$ cat config.mk
export PLATFORM = sky130hd
export DESIGN_NAME = pulse_rate_meter
export DESIGN_NICKNAME = d
export VERILOG_FILES = /design/src/rtl/pulse_rate_meter.sv
export SDC_FILE = /design/constraint.sdc
export NUM_CORES = 1
export LEC_CHECK = 0
export ABC_AREA = 1
export CAP_MARGIN = 40
export CORE_ASPECT_RATIO = 1.4
export CORE_MARGIN = 1.5
export CORE_UTILIZATION = 50
export CTS_CLUSTER_SIZE = 24
export DETAILED_ROUTE_END_ITERATION = 10
export PLACE_DENSITY = 0.77
export SYNTH_ARGS = -nofsm -noshare
export SYNTH_HDL_FRONTEND = slang
export SYNTH_SLANG_ARGS = --single-unit
$ cat constraint.sdc
create_clock -name clk -period 4.6 [get_ports clk]
set_clock_uncertainty 0.1 [all_clocks]
set_input_delay 0.92 -clock clk [delete_from_list [all_inputs] [get_ports clk]]
set_output_delay 0.92 -clock clk [all_outputs]
set_load 0.005 [all_outputs]
$ cat src/rtl/pulse_rate_meter.sv
// pulse_rate_meter
//
// Measures the rising-to-rising period of a slow, asynchronous square wave
// (for example a divided blink clock) in clk cycles and classifies it as the
// fast rate, the slow rate, or out of range. Loss of signal is flagged when no
// rising edge arrives for TIMEOUT cycles.
//
// Ports:
//   clk          system clock
//   reset        asynchronous, active-high reset
//   sig_in       measured square wave, asynchronous to clk
//   period       last measured rising-to-rising period, in clk cycles
//   period_valid one-cycle strobe when period and rate update
//   rate         00 none, 01 fast, 10 slow, 11 out of range
//   lost         high while no rising edge has been seen for TIMEOUT cycles
//
// Output handshake: period_valid is a pure strobe with no ready/back-pressure.
// It is high for exactly one clk cycle per measured rising edge, and period
// and rate are stable from that cycle until the next strobe (or until rate
// drops to 00 on entry to loss). A consumer must sample on the strobe.

module pulse_rate_meter #(
    parameter int CNT_W       = 28,
    parameter int FAST_PERIOD = 12_500_002,
    parameter int SLOW_PERIOD = 25_000_002,
    parameter int TOL         = 1024,
    parameter int TIMEOUT     = 50_000_000
) (
    input  logic             clk,
    input  logic             reset,
    input  logic             sig_in,
    output logic [CNT_W-1:0] period,
    output logic             period_valid,
    output logic [1:0]       rate,
    output logic             lost
);

    typedef enum logic {
        IDLE    = 1'b0,
        MEASURE = 1'b1
    } state_t;

    localparam logic [1:0] RATE_NONE = 2'b00;
    localparam logic [1:0] RATE_FAST = 2'b01;
    localparam logic [1:0] RATE_SLOW = 2'b10;
    localparam logic [1:0] RATE_OOR  = 2'b11;

    // Classification runs one bit wider than the counter so that count+1
    // and the subtraction never wrap.
    localparam logic [CNT_W:0]   FAST_N   = (CNT_W+1)'(FAST_PERIOD);
    localparam logic [CNT_W:0]   SLOW_N   = (CNT_W+1)'(SLOW_PERIOD);
    localparam logic [CNT_W:0]   TOL_N    = (CNT_W+1)'(TOL);
    localparam logic [CNT_W-1:0] TMO      = CNT_W'(TIMEOUT);
    localparam logic [CNT_W-1:0] TMO_M1   = CNT_W'(TIMEOUT - 1);
    localparam logic [CNT_W-1:0] CNT_ZERO = '0;
    localparam logic [CNT_W-1:0] CNT_ONE  = CNT_W'(1);

    // FSM state, kept as a named signal so checkers can bind to it.
    state_t state;

    logic             s1, s2, s3;
    logic             rise;
    logic [CNT_W-1:0] count;
    logic [CNT_W:0]   meas;
    logic [CNT_W:0]   d_fast;
    logic [CNT_W:0]   d_slow;
    logic [1:0]       rate_next;

    function automatic logic [CNT_W:0] abs_diff(input logic [CNT_W:0] a,
                                                input logic [CNT_W:0] b);
        return (a >= b) ? (a - b) : (b - a);
    endfunction

    // s1/s2 resolve metastability; s3 is the previous synchronized level.
    assign rise = s2 & ~s3;

    always_comb begin
        meas      = {1'b0, count} + {{CNT_W{1'b0}}, 1'b1};
        d_fast    = abs_diff(meas, FAST_N);
        d_slow    = abs_diff(meas, SLOW_N);
        rate_next = RATE_OOR;
        // Fast window is tested first so it wins if the windows overlap.
        if (d_fast <= TOL_N) begin
            rate_next = RATE_FAST;
        end else if (d_slow <= TOL_N) begin
            rate_next = RATE_SLOW;
        end
    end

    always_ff @(posedge clk or posedge reset) begin
        if (reset) begin
            s1           <= 1'b0;
            s2           <= 1'b0;
            s3           <= 1'b0;
            state        <= IDLE;
            count        <= CNT_ZERO;
            period       <= CNT_ZERO;
            period_valid <= 1'b0;
            rate         <= RATE_NONE;
            lost         <= 1'b0;
        end else begin
            s1           <= sig_in;
            s2           <= s1;
            s3           <= s2;
            period_valid <= 1'b0;

            case (state)
                IDLE: begin
                    if (rise) begin
                        // First edge only opens a measurement window.
                        count <= CNT_ZERO;
                        lost  <= 1'b0;
                        state <= MEASURE;
                    end else begin
                        if (count != TMO) begin
                            count <= count + CNT_ONE;
                        end
                        if ((count == TMO_M1) && !lost) begin
                            lost <= 1'b1;
                        end
                    end
                end

                MEASURE: begin
                    // An edge on the timeout cycle is still a valid
                    // measurement, so it is tested before the timeout.
                    if (rise) begin
                        period       <= meas[CNT_W-1:0];
                        rate         <= rate_next;
                        period_valid <= 1'b1;
                        count        <= CNT_ZERO;
                    end else if (count == TMO_M1) begin
                        lost  <= 1'b1;
                        rate  <= RATE_NONE;
                        count <= CNT_ZERO;
                        state <= IDLE;
                    end else begin
                        count <= count + CNT_ONE;
                    end
                end

                default: begin
                    state <= IDLE;
                    count <= CNT_ZERO;
                end
            endcase
        end
    end

endmodule

==> impl_results.md, run 1 <==
* CTS root buf: clkbuf_16
* Clock sink count at 64
* DRC Markers at 0
* Aggregate global-route resource usage at 42.2%
* Commonest cells in the netlist: 566 x nand2_1, 183 x nor2_1, 153 x nand3_1, 117 x inv_1, 64 x dfrtp_1
* WP data required at 4.73 ns
* Initial antenna violation count at 0
* Vias in the first global route at 8,828
* Achievable Freq at 235 MHz
* CTS Buffer Depth at 2
* Sequential-to-total area share from yosys stat at 20.3%
* Die ar. at 16,600 um^2
* HPWL after DPL at 26,300 um
* Die Ht at 152 um
* Core box area at 15,500 um^2
* Placement row count at 54
* Fraction of layout cells with a size suffix above 1 at 9.60%
* VDD IR max at 0.000328 V
* Ys async rst share at 100%
* Number of synthesized flops with an enable pin at 0
* Total Power at 2.07 mW
* Final antenna diode count at 0
* Total congestion overflow at 0
* Critical path launch point type: flop
* Top-count cell post-synth: nand2_1
* Largest net degree at the start of global routing at 37
* Setup slack after placement at 0.506 ns
* Starting density of the core at 50.8%
* Worst-skew pair later-pin latency at 0.33 ns
* Number of buffers created by CTS at 9
* Routed via count at 9,579
* Cell breakdown of the critical path: ha_1, nand2_1, nor2_4, nand2_4, inv_1, nand2_1, nand2_1, nand2_1, nor2_1, nand2_1, nor2_1, nand2_1, nand3_4, nor2_1, nor2_1, nand3_1, nor2_1, nand2_1, nor2_1, nand2_1, nand3_1, nand2_1
* TritonRoute pass-1 iters at 7
* Hold_buf cts at 0
* Critical path fanouts, max at 25
* Setup ws final at 0.341 ns
* Setup CP Type: reg2reg
* RSZ-0062 raised after global routing: false
* Most used DFF post-synth: dfrtp_1
* Final non-filler cell total at 1,634
* Setup TNS at 0 ns
* H-Tree Depth at 3
* Routability cong. at 1.09
* DR vias/cell at 5.86
* Final min period at 4.26 ns
* Placed instance area at 8400 um^2
* Status: completed
* Worst-Margin Slew at 0.895 ns
* Resized Gates After CTS at 0
* Routed WL at 34,100 um
* Setup violators final at 0
* Yosys warnings at 0
* Post-synth cell types at 36
* Final nets at 1,444
* TritonCTS clock tree: built
* Max Slew Vio Count at 0
* Placed Cells incl. Taps at 1,618
* Synth Instances at 1,403
* Avg WL per Cell at 20.9 um
* CP most frequent cell: nand2_1
* Worst hold margin at 0.248 ns
* Period utilisation layout at 92.6%
* Mapped Avg Cell Area at 5.63 um^2
* Slowest stage cell, crit path: dfrtp_1
* Max-cap violations at 0
* Top cells by area, synth: nand2_1 27%, dfrtp_1 20%, nand3_1 9.7%
* Area Overhead vs Synth at 9.93%
* First-pass GRT wire length at 50,900 um
* Layout Utilization at 55.9%
* Final instance area at 8690 um^2
* Worst min path class: reg2reg
* Worst path max stage delay at 0.52 ns
* Detail Route Antenna Nets at 0
* Top cell type's share of synthesized area at 26.9%
* Filler instances at 1,674
* Top Ports at 35
* CP endpoint kind: flop
* Register clock-pin slew on the reported worst setup and hold paths at 0.06 ns
* Mapped cell area at 7900 um^2
* Port-buffer cells at 34
* WP data arrival at 4.38 ns
* PD cells at 239 nW/um^2
* Die W at 109 um
* Lkg Pwr at 4.42 nW
* Synthesized flop and latch total at 64
* Slew headroom at 39.7%
* Yosys top cell by area: nand2_1
* Syn Nets at 1,414
* Postcts setup bufs at 0
* Final hold vios at 0
* Iter 0 DRT Violations at 1,027
-- report_power, final --
group          internal (mW)  switching (mW)
Sequential             0.603          0.0549
Combinational          0.227           0.538
Clock                  0.380           0.272
Total                   1.21           0.864
-- metal layers --
metal / vias to the layer above / share of wire (%) / routed length [um] / GRT usage [%]
li1: 4506 / - / - / -
met3: 158 / 10 / 3450 / 8.90
met4: 0 / 8.8 / 3020 / 31.0
met1: 4386 / 38 / 12800 / 51.4
met2: 529 / 44 / 14900 / 65.2
met5: - / 0 / 0 / 0
-- logic make-up (layout without fill, tap and decap cells) --
logic type | after synthesis | count (layout) | share of synthesized area, %
and+or+nand+nor | 1033 | 1033 | 58.7
buffers and inverters | 166 | 201 | 9.20
AOI/OAI and AO/OA | 94 | 94 | 6.33
DFF | 64 | 64 | 20.3
xor gates and xnor gates | 38 | 38 | 4.21
adders and majority gates | 8 | 8 | 1.27
-- path summary, 6_finish.rpt --
kind / cells after the start / from / slack (ns) / endpoint
hold / removal: 0 / s1 / 0.25 / s2
min in group asynchronous: 2 / reset / 0.87 / period[5]
setup / recovery: 22 / count[0] / 0.34 / rate[0]
hold reg to reg: 0 / s1 / 0.25 / s2
max in group asynchronous: 3 / reset / 2.58 / count[26]
setup reg to reg: 22 / count[0] / 0.34 / rate[0]
-- critical path: cells and delay by family, from the launching register on --
| kind | cells | cell delay (ns) |
|---|---|---|
| buffers and inverters | 1 | 0.10 |
| flip-flops | 1 | 0.52 |
| adder cells (fa/ha/maj) | 1 | 0.31 |
| AND/OR/NAND/NOR | 20 | 3.08 |
-- state kept, by name, indices dropped and copies added, names as in the netlist --
| name | cells |
|---|---|
| lost | 1 |
| rate | 2 |
| period | 28 |
| period_valid | 1 |
| s2 | 1 |
| count | 28 |
| s3 | 1 |
| state | 1 |
| s1 | 1 |
-- placed cells by master, fill, tap and decap left out, types with 2 or more instances in the layout --
master             n
nor2_8             3
nand4_1           31
nor3_1             7
nand2_1          566
nor2_4            20
inv_2             15
o21ai_0           55
nor2_1           183
inv_1            116
o21a_1             3
ha_1               8
nand2_4            7
buf_4             20
o21ai_1           10
nand3_1          153
nor2_2            15
clkdlybuf4s50_1   34
o21ai_2            2
clkbuf_16          9
clkinv_4           2
nor4_1             2
a21oi_1           18
clkinvlp_4         3
nand3_4            4
dfrtp_1           64
nand3b_1           6
nand2_2           28
nand3_2            6
xor2_1            38
-- final cells by class --
type	count	area [um^2]	area share (%)
Tap cell	196	245	2.82
Timing Repair Buffer	54	490	5.65
Clock inverter	6	45.0	0.519
Sequential cell	64	1600	18.4
Inverter	131	492	5.66
Multi-Input combinational cell	1173	5570	64.2
Clock buffer	10	239	2.75
No activity file was read; power rests on OpenSTA's default activity.
==> run 2, diff against run 1 <==
- SKIP_LAST_GASP: not set -> 1
- TNS_END_PERCENT: not set -> 1
==> results of run 2 <==
No change in the layout: final DEF, timing and power equal those of run 1.
